File: config.mk
export PLATFORM = sky130hd
export DESIGN_NAME = fetch_stage
export DESIGN_NICKNAME = d
export VERILOG_FILES = /design/src/rtl/fetch_stage.sv
export SDC_FILE = /design/constraint.sdc
export NUM_CORES = 1
export LEC_CHECK = 0
export ABC_AREA = 1
export CAP_MARGIN = 20
export CORE_ASPECT_RATIO = 2
export CORE_MARGIN = 2
export CORE_UTILIZATION = 50
export CTS_CLUSTER_DIAMETER = 50
export DETAILED_ROUTE_END_ITERATION = 16
export PLACE_DENSITY = 0.75
export SKIP_CTS_REPAIR_TIMING = 1
export SYNTH_ARGS = -nofsm -noshare
export SYNTH_HDL_FRONTEND = slang
export SYNTH_SLANG_ARGS = --single-unit
export TNS_END_PERCENT = 10
File: constraint.sdc
create_clock -name clk -period 7.6 [get_ports clk]
set_input_delay 1.52 -clock clk [delete_from_list [all_inputs] [get_ports clk]]
set_output_delay 1.52 -clock clk [all_outputs]
set_load 0.01 [all_outputs]
File: src/rtl/fetch_stage.sv
// Instruction-fetch stage: owns the fetch PC, requests instruction memory over
// a valid handshake, and loads the IF/ID register consumed by decode. Decode
// stalls are absorbed by a one-entry skid buffer. Redirects from execute that
// arrive while a memory response is still outstanding are handled by draining
// that response in the DROP state.
module fetch_stage #(
    parameter logic [31:0] RESET_PC  = 32'h0000_0000,
    parameter logic [31:0] NOP_INSTR = 32'h0000_0013
) (
    input  logic        clk,
    input  logic        rst_n,
    output logic        imemReq,
    output logic [31:0] imemAddr,
    input  logic [31:0] imemRdata,
    input  logic        imemValid,
    input  logic        stallD,
    input  logic        pcSrcE,
    input  logic [31:0] pcTargetE,
    output logic [31:0] instrD,
    output logic [31:0] pcD,
    output logic [31:0] pcPlus4D,
    output logic        validD
);

    typedef enum logic [1:0] {
        FETCH = 2'd0,
        SKID  = 2'd1,
        DROP  = 2'd2
    } state_t;

    state_t      state_q, state_d;
    logic [31:0] pcF_q, pcF_d;
    logic [31:0] skidInstr_q, skidInstr_d;
    logic [31:0] skidPc_q, skidPc_d;
    logic [31:0] pendingPc_q, pendingPc_d;
    logic [31:0] instrD_q, instrD_d;
    logic [31:0] pcD_q, pcD_d;
    logic [31:0] pcPlus4D_q, pcPlus4D_d;
    logic        validD_q, validD_d;

    logic        accept;
    logic        ready;
    logic        loadEn;
    logic [31:0] loadInstr;
    logic [31:0] loadPc;

    // The address never moves while a request is outstanding, because pcF only
    // advances on accept (and in DROP it still holds the outstanding address).
    assign imemReq  = rst_n && ((state_q == FETCH) || (state_q == DROP));
    assign imemAddr = pcF_q;
    assign accept   = imemReq && imemValid;
    assign ready    = !validD_q || !stallD;

    assign instrD   = instrD_q;
    assign pcD      = pcD_q;
    assign pcPlus4D = pcPlus4D_q;
    assign validD   = validD_q;

    // Next-state logic: PC/state/skid/pending updates, then the IF/ID priority.
    always_comb begin
        state_d     = state_q;
        pcF_d       = pcF_q;
        skidInstr_d = skidInstr_q;
        skidPc_d    = skidPc_q;
        pendingPc_d = pendingPc_q;
        instrD_d    = instrD_q;
        pcD_d       = pcD_q;
        pcPlus4D_d  = pcPlus4D_q;
        validD_d    = validD_q;
        loadEn      = 1'b0;
        loadInstr   = imemRdata;
        loadPc      = pcF_q;

        case (state_q)
            FETCH: begin
                if (pcSrcE) begin
                    if (accept) begin
                        pcF_d = pcTargetE;
                    end else begin
                        pendingPc_d = pcTargetE;
                        state_d     = DROP;
                    end
                end else if (accept) begin
                    pcF_d = pcF_q + 32'd4;
                    if (ready) begin
                        loadEn    = 1'b1;
                        loadInstr = imemRdata;
                        loadPc    = pcF_q;
                    end else begin
                        skidInstr_d = imemRdata;
                        skidPc_d    = pcF_q;
                        state_d     = SKID;
                    end
                end
            end
            SKID: begin
                if (pcSrcE) begin
                    pcF_d   = pcTargetE;
                    state_d = FETCH;
                end else if (ready) begin
                    loadEn    = 1'b1;
                    loadInstr = skidInstr_q;
                    loadPc    = skidPc_q;
                    state_d   = FETCH;
                end
            end
            DROP: begin
                if (accept) begin
                    pcF_d   = pcSrcE ? pcTargetE : pendingPc_q;
                    state_d = FETCH;
                end else if (pcSrcE) begin
                    pendingPc_d = pcTargetE;
                end
            end
            default: begin
                state_d = FETCH;
            end
        endcase

        if (pcSrcE) begin
            validD_d = 1'b0;
            instrD_d = NOP_INSTR;
        end else if (loadEn) begin
            validD_d   = 1'b1;
            instrD_d   = loadInstr;
            pcD_d      = loadPc;
            pcPlus4D_d = loadPc + 32'd4;
        end else if (validD_q && stallD) begin
            validD_d = validD_q;
        end else begin
            validD_d = 1'b0;
            instrD_d = NOP_INSTR;
        end
    end

    // State register with synchronous active-low reset.
    always_ff @(posedge clk) begin
        if (!rst_n) begin
            state_q     <= FETCH;
            pcF_q       <= RESET_PC;
            skidInstr_q <= 32'd0;
            skidPc_q    <= 32'd0;
            pendingPc_q <= 32'd0;
            instrD_q    <= NOP_INSTR;
            pcD_q       <= 32'd0;
            pcPlus4D_q  <= 32'd0;
            validD_q    <= 1'b0;
        end else begin
            state_q     <= state_d;
            pcF_q       <= pcF_d;
            skidInstr_q <= skidInstr_d;
            skidPc_q    <= skidPc_d;
            pendingPc_q <= pendingPc_d;
            instrD_q    <= instrD_d;
            pcD_q       <= pcD_d;
            pcPlus4D_q  <= pcPlus4D_d;
            validD_q    <= validD_d;
        end
    end

endmodule
==> out/metrics.yaml <==
die:
  ios: 199
  initial_core_util_pct: 50.8
  die_h_um: 229
  core_area_um2: 24900
  rows: 82
  die_x_um: 117
  die_area_um2: 26700
synth:
  synth_nets: 2001
  synthSimpleGateAreaFrac_pct: 30.5
  syn_inst: 1926
  ys_seq_area_share_pct: 35.6
  syn_area_per_cell_um2: 6.58
  synth_edf_count: 0
  netlist.area_leader.share_pct: 35.6
  synth_area_leaders: "dfxtp_1, nand2_1, a21oi_1, o21ai_0, nand3_1"
  synthMuxAreaShare_pct: 2.53
  yosysTopAreaCell: "dfxtp_1"
  synth-async-reset-ratio_pct: 0
  synth_top_family_by_area: "simple AND/OR/NAND/NOR gates"
  yosys_warnings: 0
  synth_fa_ha_area_share_pct: 0.593
  netlist_area_um2: 12700
  ys_seq_elements: 225
  synth_compound_area_share_pct: 20.8
  synth_xor_xnor_area_share_pct: 1.04
  synth_ff_type: "dfxtp_1"
  synth.distinct_cells: 44
power_and_ir_drop:
  switchingPower_uw: 2090
  ir_worst_vdd_uv: 233
  pwr-share-comb_pct: 41.7
  p_int_uw: 2880
  sw_frac_of_total_pct: 42.1
  seq_power_share_pct: 34.6
  clockPowerShare_pct: 23.8
  p_per_area_nw_per_um2: 325
  p_leak_uw: 0.00620
sta:
  report.final.slew_viol_count: 0
  min_period_ns: 4.73
  post-route-period-util_pct: 62.3
  fin_ws_ns: 2.87
  worstMarginPinSlew_ns: 1.03
  tns_ns: 0
  fin_worst_skew_ns: 0.0232
  setup_viol: 0
  rsz0062_at_grt: "no"
  fmax_mhz: 211
  max_slew_margin_pct: 31.1
  hold_viol_final: 0
clock_network:
  cts_buffer_depth: 3
  numClockSinks: 225
  htreeDepth: 1
  clock-root-buffer: "clkbuf_16"
  numCtsBuffers: 22
  tritoncts: "yes"
  clock_latency_ns: 0.54
  clkTransAtPathRegs_ns: 0.07
finish:
  syn2layout_area_growth_pct: 20.9
  antenna_cells: 0
  multi_input_area_um2: 7040
  layout_commonest_cell: "nand2_1"
  mostFrequentLayoutCells: "nand2_1, dfxtp_1, a21oi_1"
  seq_area_um2: 4500
  drive_gt1_share_pct: 5.57
  fillers: 2383
  fin_nets: 2106
worst_setup_path:
  cp-end-kind: "flip-flop"
  cp_max_fo: 48
  critPathBufInv: 4
  worstPathArrival_ns: 5.15
  slowest_stage: "nand2_4"
  startpoint_type: "primary input"
  cp_data_required_time_ns: 8.02
  crit_chain: "clkdlybuf4s50_1, buf_4, nand2_4, inv_2, nand2_1, nand3_2, nand2_1, ha_1, nand3_1, nor2_4, nand3_2, nor2_4, nand2_2, o21ai_1, nand3_1, nand2_1, inv_1"
  cpPeakStageDelay_ns: 0.56
  cpLargestDelayFamily: "simple AND/OR/NAND/NOR gates"
  critPathKind: "in -> reg"
  cp_common_cell: "nand2_1"
hold_path:
  min_path_type: "reg -> reg"
global_routing:
  antenna_found_initial: 0
  grt-ovfl-total: 0
  grt_max_degree: 118
  grt.total_usage_pct: 30.5
  grt_pass1_wl_um: 65400
  grt_pass1_vias: 12698
routing:
  viasPerCell: 5.65
  ant_nets: 0
  drt_iter0_markers: 1185
  firstDrtPassIters: 5
  detail_route.wirelength_um: 42000
  vias: 13461
  drcViolationCount: 0
  routedWlPerCell_um: 17.6
job:
  maxCapViolCount: 0
run_status:
  status: "completed"
placed_design:
  gp_congestion: 0.912
  dp_slack_ns: 2.38
  hpwl_um: 29600
  portBuffers: 198
-- metrics by stage --
step | instance area, um^2 | hold slack, ns | power [uW] | cells | util (%)
after floorplan | 12700 | 0.437 | 3010 | 1926 | -
after global placement | 14500 | 0.447 | 3720 | 2341 | 58.1
after detailed placement | 14500 | 0.454 | 3760 | 2341 | 58.1
after CTS | 15300 | 0.465 | 4940 | 2381 | 61.2
after global routing | 15300 | 0.477 | 5270 | 2383 | 61.4
final | 15300 | 0.463 | 4970 | 2383 | 61.4
-- power by group through the flow --
stage | Sequential [uW] | Clock (uW) | Combinational, uW
5_1_grt | 1740 | 1240 | 2290
3_5_place_dp | 1730 | 0 | 2030
2_1_floorplan | 1690 | 0 | 1310
3_3_place_gp | 1720 | 0 | 1990
6_report | 1720 | 1180 | 2070
4_1_cts | 1710 | 1190 | 2040
-- area by class of cell --
class                           count  area share [%]
Clock buffer                       31            4.01
Clock inverter                      9           0.948
Inverter                          122            3.04
Multi-Input combinational cell   1447            46.0
Sequential cell                   225            29.4
Tap cell                          336            2.75
Timing Repair Buffer              213            13.9
-- synth_stat cells (all sizes together), types with 2 or more instances --
library cell,instances
o22ai,3
xnor2,2
a22oi,2
clkbuf,76
xor2,13
nand2,578
mux2i,32
inv,121
nor2,171
nand3,120
o211ai,3
ha,6
a211oi,51
a31oi,35
o21ai,176
a21oi,210
dfxtp,225
nand4,14
buf,56
nor3,24
-- tightest hold or removal path, delay by kind of cell (launching register included) --
kind	cells	cell delay (ns)
DFF	1	0.31
and+or+nand+nor	1	0.06
AOI/OAI and AO/OA	1	0.05
-- state kept, by name (all words and copies together), names as in the netlist --
| name | count |
|---|---|
| imemAddr | 32 |
| instrD | 32 |
| pcD | 32 |
| pcPlus4D | 30 |
| pendingPc_q | 32 |
| skidInstr_q | 32 |
| skidPc_q | 32 |
| state_q | 2 |
| validD | 1 |
-- routing by layer --
layer	vias to the layer above	GRT usage [%]	routed length (um)
met5	-	0	0
met4	0	17.1	2540
met3	123	3.20	2200
met2	521	55.7	22100
met1	6203	33.2	15200
li1	6614	-	-
-- cells by family (layout without fill, tap and decap cells) --
| group | count (synthesis) | after routing |
|---|---|---|
| adders and majority gates | 6 | 6 |
| xor gates and xnor gates | 15 | 15 |
| DFF | 225 | 225 |
| buffers and inverters | 254 | 375 |
| AOI/OAI and AO/OA | 484 | 484 |
| muxes | 32 | 32 |
| and+or+nand+nor | 910 | 910 |
-- path summary, 6_finish.rpt --
path                                 start               to  slack (ns)  cells past startpoint
worst max register to register  state_q[0]  skidInstr_q[15]        3.87                     12
worst min-delay path            instrD[14]       instrD[14]        0.46                      2
worst max-delay path                stallD     pcPlus4D[22]        2.87                     17
worst min register to register  instrD[14]       instrD[14]        0.46                      2
No activity file was read; power rests on OpenSTA's default activity.
